$ cat src/rtl/alu_issue_ctrl.sv
// alu_issue_ctrl
//   Decodes an incoming ALU operation class/funct3/funct7 into an ALU op code
//   and buffers {op, tag, illegal} in a 2-entry FIFO toward the ALU stage.
//   All outputs are driven from FIFO registers only (no input-to-output path).
//
// Ports
//   clk, rst_n          : clock (rising edge), asynchronous active-low reset
//   flush               : synchronous clear of all buffered entries
//   in_valid/in_ready   : decode-side handshake
//   alu_op/funct3/funct7: operation class and instruction fields to decode
//   in_tag              : opaque destination tag, passed through unchanged
//   out_valid/out_ready : ALU-side handshake for the head entry
//   out_op/out_tag      : op code and tag of the head entry
//   out_illegal         : head entry came from an illegal encoding
//
// Configuration macro
//   ALU_ILLEGAL_TRAP_EN : when defined, the illegal flag is stored per entry
//                         and shown on out_illegal; otherwise out_illegal is 0.
module alu_issue_ctrl #(
    parameter int TAG_WIDTH     = 5,
    parameter int OPCODE_LENGTH = 4
) (
    input  logic                     clk,
    input  logic                     rst_n,
    input  logic                     flush,
    input  logic                     in_valid,
    output logic                     in_ready,
    input  logic [2:0]               alu_op,
    input  logic [2:0]               funct3,
    input  logic [6:0]               funct7,
    input  logic [TAG_WIDTH-1:0]     in_tag,
    output logic                     out_valid,
    input  logic                     out_ready,
    output logic [OPCODE_LENGTH-1:0] out_op,
    output logic [TAG_WIDTH-1:0]     out_tag,
    output logic                     out_illegal
);

    // ---------------- decode ----------------
    logic [3:0] w_dec_op;
    logic       w_dec_ill;
    logic       w_f7_zero;
    logic       w_f7_alt;
    logic       w_imm;      // I-type: funct7 is immediate bits, mostly ignored

    assign w_f7_zero = (funct7 == 7'b0000000);
    assign w_f7_alt  = (funct7 == 7'b0100000);
    assign w_imm     = (alu_op == 3'b011);

    always_comb begin
        w_dec_op  = 4'b0011;
        w_dec_ill = 1'b0;
        case (alu_op)
            3'b000: w_dec_op = 4'b0011;
            3'b001: begin
                case (funct3)
                    3'b000:  w_dec_op = 4'b1000;
                    3'b001:  w_dec_op = 4'b1001;
                    3'b100:  w_dec_op = 4'b1010;
                    3'b101:  w_dec_op = 4'b1011;
                    3'b110:  w_dec_op = 4'b1110;
                    3'b111:  w_dec_op = 4'b1111;
                    default: w_dec_ill = 1'b1;
                endcase
            end
            3'b010, 3'b011: begin
                case (funct3)
                    3'b000: begin
                        if (w_imm || w_f7_zero) w_dec_op = 4'b0011;
                        else if (w_f7_alt)      w_dec_op = 4'b0100;
                        else                    w_dec_ill = 1'b1;
                    end
                    // shift-left needs a clean funct7 in both classes
                    3'b001: begin
                        if (w_f7_zero) w_dec_op = 4'b0111;
                        else           w_dec_ill = 1'b1;
                    end
                    3'b101: begin
                        if (w_f7_zero)     w_dec_op = 4'b0101;
                        else if (w_f7_alt) w_dec_op = 4'b0110;
                        else               w_dec_ill = 1'b1;
                    end
                    default: begin
                        if (w_imm || w_f7_zero) begin
                            case (funct3)
                                3'b010:  w_dec_op = 4'b1010;
                                3'b011:  w_dec_op = 4'b1110;
                                3'b100:  w_dec_op = 4'b0010;
                                3'b110:  w_dec_op = 4'b0001;
                                default: w_dec_op = 4'b0000;
                            endcase
                        end else begin
                            w_dec_ill = 1'b1;
                        end
                    end
                endcase
            end
            3'b100:  w_dec_op = 4'b1101;
            3'b101:  w_dec_op = 4'b1100;
            default: w_dec_ill = 1'b1;
        endcase
    end

    // illegal encodings still flow down the pipe, carrying a harmless ADD
    logic [OPCODE_LENGTH-1:0] w_push_op;
    assign w_push_op = w_dec_ill ? OPCODE_LENGTH'(4'b0011) : OPCODE_LENGTH'(w_dec_op);

    // ---------------- 2-entry FIFO ----------------
    // Entry 0 is always the head; a pop shifts entry 1 down.
    logic [OPCODE_LENGTH-1:0] r_op  [2];
    logic [TAG_WIDTH-1:0]     r_tag [2];
    logic [1:0]               r_count;
    logic                     w_push;
    logic                     w_pop;
    logic                     w_wr_idx;

    assign in_ready  = (r_count != 2'd2);
    assign out_valid = (r_count != 2'd0);
    assign w_push    = in_valid && in_ready;
    assign w_pop     = out_valid && out_ready;
    // slot that is free after this cycle's pop has been applied
    assign w_wr_idx  = (r_count == 2'd1) && !w_pop;

    always_ff @(posedge clk or negedge rst_n) begin
        if (!rst_n) begin
            r_count  <= 2'd0;
            r_op[0]  <= '0;
            r_op[1]  <= '0;
            r_tag[0] <= '0;
            r_tag[1] <= '0;
        end else if (flush) begin
            r_count <= 2'd0;
        end else begin
            if (w_pop) begin
                r_op[0]  <= r_op[1];
                r_tag[0] <= r_tag[1];
            end
            if (w_push) begin
                r_op[w_wr_idx]  <= w_push_op;
                r_tag[w_wr_idx] <= in_tag;
            end
            case ({w_push, w_pop})
                2'b10:   r_count <= r_count + 2'd1;
                2'b01:   r_count <= r_count - 2'd1;
                default: r_count <= r_count;
            endcase
        end
    end

    assign out_op  = r_op[0];
    assign out_tag = r_tag[0];

`ifdef ALU_ILLEGAL_TRAP_EN
    logic r_ill [2];

    always_ff @(posedge clk or negedge rst_n) begin
        if (!rst_n) begin
            r_ill[0] <= 1'b0;
            r_ill[1] <= 1'b0;
        end else if (!flush) begin
            if (w_pop)  r_ill[0]        <= r_ill[1];
            if (w_push) r_ill[w_wr_idx] <= w_dec_ill;
        end
    end

    assign out_illegal = r_ill[0];
`else
    assign out_illegal = 1'b0;
`endif

endmodule
$ cat config.mk
export PLATFORM = sky130hd
export DESIGN_NAME = alu_issue_ctrl
export DESIGN_NICKNAME = d
export VERILOG_FILES = /design/src/rtl/alu_issue_ctrl.sv
export SDC_FILE = /design/constraint.sdc
export NUM_CORES = 1
export LEC_CHECK = 0
export ABC_AREA = 1
export CAP_MARGIN = 40
export CORE_ASPECT_RATIO = 1.4
export CORE_UTILIZATION = 60
export CTS_CLUSTER_DIAMETER = 150
export DETAILED_ROUTE_END_ITERATION = 6
export DONT_BUFFER_PORTS = 1
export PLACE_DENSITY = 0.78
export SKIP_CTS_REPAIR_TIMING = 1
export SYNTH_ARGS = -nofsm -noshare
export SYNTH_HDL_FRONTEND = slang
export SYNTH_SLANG_ARGS = --single-unit
$ cat constraint.sdc
create_clock -name clk -period 2.1 [get_ports clk]
set_input_delay 0.42 -clock clk [delete_from_list [all_inputs] [get_ports clk]]
set_output_delay 0.42 -clock clk [all_outputs]
set_load 0.01 [all_outputs]
======== Yosys cells after proc, flatten, opt, wreduce, memory -nomap -nowiden ========
Index checks and enable logic that the tools add are counted.
W data, S select, Z words.
cells by class
  $add $sub $neg .......................... 2
  $lt $le $gt $ge ......................... 2
  equal/unequal tests ..................... 17
  multiplexer cells ....................... 33
  bitwise gates (word level) .............. 2
  reduce and logical (&&, ||, !) cells .... 15
operators with widths
  kind                  count
  $pmux W4 S4           2
  $pmux W4 S6           1
  $mux W4               5
  $eq A3 B3 Y1 const B  6
  $mux W3               5
  $mux W5               3
  $eq A3 B2 Y1 const B  4
  $pmux W4 S3           1
  $bwmux W10            1
  $mux W10              1
  $bwmux W8             1
  $mux W8               1
  $eq A7 B6 Y1 const B  1
  $logic_not A7 Y1      1
  $eq A3 B1 Y1 const B  2
  $logic_not A3 Y1      2
  $mux W1               6
  $pmux W1 S3           2
  $reduce_or A6 Y1      1
  $demux W5 S1          1
  $demux W4 S1          1
  $eq A2 B1 Y1 const B  2
  $logic_and A1 B1 Y1   4
  $pmux W2 S2           1
  other kinds (16)      16
storage, ports and cells
  bits in registers ....................... 20
  input bits .............................. 23
  output and inout bits ................... 12
  logic and storage cells ................. 76

======== Logic depth before layout (Yosys ltp) ========
  depth after elaboration ................. 11
  gate-level depth with buffers ........... 11
  gate-level depth less buffers ........... 10

======== Worst setup path after synthesis ========
No wires, ideal clock.
  path kind ............................... register to register
  from .................................... register r_count[0]
  to ...................................... register r_tag, in the netlist out_tag[0]
  setup time .............................. 0.137 ns
  data arrival time ....................... 1.357 ns
  required time ........................... 1.963 ns
  setup slack ............................. 0.605 ns
  stages on the path, launching flop included .. 10
  buffers on the path ..................... 0
  clock period less this slack ............ 1.495 ns
  path through ............................ dfrtp_1 > inv_1 > ha_1 > inv_2 > nand2_4 > nand2_4 > inv_2 > nor2_2 > o21ai_1 > a22oi_1
on the way
  word-level cells in the longest chain between the ends .. 11
  elaborated cells between the ends (all ways) .. 17
  classes of those cells .................. 2 x order compare; 2 x eq/ne; 6 x mux; 1 x bitwise; 6 x reduce/logical
RTL lines
  element                                                                    line  text
  from (decl)                                                                112   logic [1:0] r_count;
  from (signal assigned)                                                     143   2'b10: r_count <= r_count + 2'd1;
  from (signal assigned)                                                     144   2'b01: r_count <= r_count - 2'd1;
  from (signal assigned)                                                     145   default: r_count <= r_count;
  $reduce_bool A2 Y1 (*)                                                     118   assign out_valid = (r_count != 2'd0);
  named net out_valid                                                        32    output logic out_valid,
  $logic_and A1 B1 Y1 (*)                                                    120   assign w_pop = out_valid && out_ready;
  $logic_not A1 Y1                                                           122   assign w_wr_idx = (r_count == 2'd1) && !w_pop;
  $logic_and A1 B1 Y1                                                        122
  $not A1 Y2 (not written as such)                                           140   r_tag[w_wr_idx] <= in_tag;
  $ge A2 B2 Y1 (not written as such) / $lt A2 B1 Y1 (equally long branches)  140
  $logic_and A1 B1 Y1 (not written as such)                                  140
  $mux W5 (not written as such)                                              140
  $demux W5 S1                                                               140
  $bwmux W10                                                                 140
  $mux W10 (*)                                                               138   if (w_push) begin
  to (signal, indexed assignment)                                            140
  to (decl)                                                                  111   logic [TAG_WIDTH-1:0] r_tag [2];
The timed path passes the listed nets; every way through them passes the cells marked *. The select of a mux whose other input is x is not followed.
A chain may end at the register's enable or synchronous reset.

==> metrics <==
outcome finished clean; worst endpoint required time 2.30 ns; f_max 0.568 GHz; ANT cells 0; Final Worst Setup Slack 0.339 ns; CTS Sinks 20; setup TNS 0 ns; sequential share of the synthesized area 35.6%; layout cells sized above 1 16.1%; Power Density 1060 nW/um2; area delta synth->final -1.87%; WL/cell 12.4 um; Antenna Nets Post-Route 0; die height 59.3 um; period utilization 83.9%; Die ar. 2540 um2; DRC Markers 0; Slew Viols, Final 0; largest net degree at the start of global routing 21; Gate power share 37.3%; DRT Pass-1 Iters 4; number of DRC markers in iteration 0 33; GRT Overall Usage 22.7%; port buffer count 0; clock slew at reported path FFs 0.11 ns; first-pass GRT wire length 4430 um; H-Tree Depth 1; vias in the first global route 1,143; sw frac 41.1%; slowest cell on the critical path nor3_4; GRT met2 Usage 43.7%; Mapped Cells 195; RSZ-0062 raised after global routing no; post-synthesis net count 221; Final HPWL DP 2110 um; crit-path cells inv_1 -> ha_1 -> inv_2 -> nand2_2 -> nor3_4 -> inv_2 -> nand2_1 -> nand2_1; yosys warns 0; total gr overflow 0; commonest non-fill, non-tap cells in the layout 41 x nand2_1, 23 x nor2_1, 20 x inv_1, 20 x dfrtp_1; nets 213; cell area after synthesis 1410 um2; Placement Setup Slack 0.345 ns; DRT Wirelength 2580 um; Mapped Avg Cell Area 7.21 um2; clock network power share 15.3%; GRT met3 Usage 3.66%; clk root buf clkbuf_4; distinct cell type count after synthesis 25; DR vias/cell 5.64; GR Layer Usage met1 23.7%; Worst-Skew Late Latency 0.30 ns; CP arrival 1.97 ns; cell internal pwr 0.000863 W; slew at the pin closest to its max-slew limit 0.869 ns; Initial Utilization 63.9%; Seq cells post-synth 20; via count 1,173; Hold WC Path Type input pin to register; GRT Max-Usage Layer met2; sequential cell area 500 um2; startpoint types register; critical path class register to register; max-cap violation count 0; Longest Clk Path Bufs 2; Switch Pwr 0.000602 W; core region area 2200 um2; area of the multi-input gates 701 um2; num ports 35; TritonCTS clock tree built; Die Width 42.9 um; CP peak stage delay 0.49 ns; routability cong. 0.850; commonest non-fill, non-tap cell in the layout nand2_1; antenna violations before repair 0; Pleak 0.692 nW; Tmin final 1.76 ns; Layout fillers 208; Worst VDD drop 464 uV; final hold viol count 0; Site Rows 20; critical path endpoint category register; Worst slew margin 41.9%; Worst Skew 0.00138 ns; Reg power frac 47.4%; Num CTS Buffers 3; largest fanout on the critical path 14; Setup Viol. Count Final 0
## cell families after synthesis
group	after synthesis	synth area share, %
simple gates	88	29.2
buf+inv	42	14.6
compound gates	41	17.7
flops	20	35.6
fa+ha+maj	3	2.67
other cells	1	0.267
## power groups by stage
stage                     clock [W]  combinational (W)  sequential (W)
after global routing       0.000239           0.000635        0.000719
final                      0.000224           0.000547        0.000694
after detailed placement          0           0.000540        0.000705
after CTS                  0.000226           0.000544        0.000697
after floorplan                   0           0.000617        0.000630
after global placement            0           0.000520        0.000695
## cell type report
cell class,count,area share [%]
Tap cell,22,1.99
Inverter,28,7.62
Clock buffer,4,2.63
Sequential cell,20,36.3
Multi-Input combinational cell,133,50.8
Timing Repair Buffer,1,0.725
## critical path, delay by kind of cell (launching register included)
family / cells / cell delay, ns
and+or+nand+nor: 4 / 0.78
buffers and inverters: 3 / 0.29
adders and majority gates: 1 / 0.21
DFF: 1 / 0.37
## metrics by stage
step,total power [W],hold WS (ns),std cells,utilization (%),instance area (um2)
2_1_floorplan,0.00125,0.124,195,-,1410
3_3_place_gp,0.00122,0.125,203,60.6,1330
3_5_place_dp,0.00124,0.125,203,60.6,1330
4_1_cts,0.00147,-0.209,207,62.2,1370
5_1_grt,0.00159,0.202,208,62.7,1380
6_report,0.00147,0.214,208,62.7,1380
## routing by layer
layer | wire length (um) | up-vias
met3 | 101 | 5
li1 | - | 598
met4 | 41 | 0
met2 | 1410 | 33
met1 | 1020 | 537
met5 | 0 | -
## Yosys cell counts
| library cell | n | area share [%] |
|---|---|---|
| nand2_1 | 41 | 11 |
| a21oi_1 | 10 | 3.6 |
| nand3_2 | 1 | 0.71 |
| nor2_2 | 6 | 2.7 |
| buf_4 | 12 | 6.4 |
| nand2_4 | 2 | 1.6 |
| nor2_4 | 1 | 0.80 |
| o21ai_1 | 10 | 3.6 |
| nand2_2 | 3 | 1.3 |
| nand3_1 | 7 | 2.5 |
| a22oi_1 | 6 | 3.2 |
| dfrtp_1 | 20 | 36 |
| ha_1 | 3 | 2.7 |
| nor2_1 | 23 | 6.1 |
| o21ai_2 | 3 | 1.9 |
| nor3_4 | 1 | 1.2 |
| nand4_1 | 3 | 1.3 |
| conb_1 | 1 | 0.27 |
| o21ai_0 | 4 | 1.4 |
| inv_1 | 20 | 5.3 |
| inv_2 | 8 | 2.1 |
| a21oi_2 | 1 | 0.62 |
| a41oi_1 | 2 | 1.2 |
| buf_2 | 2 | 0.71 |
| o22ai_1 | 5 | 2.2 |
## worst paths after layout
check	start	slack (ns)	cells after the start	endpoint
worst max-delay path	r_count[0]$_DFFE_PN0P_	0.34	8	register
worst min-delay path	flush	0.21	1	out_op[3]$_DFFE_PN0N_
worst max register to register	r_count[0]$_DFFE_PN0P_	0.34	8	register
worst min register to register	register	0.49	2	register
max in group asynchronous	rst_n	0.90	1	out_tag[0]$_DFFE_PN0N_
min in group asynchronous	rst_n	0.66	1	out_op[2]$_DFFE_PN0N_
(Power assumes the default switching activity.)
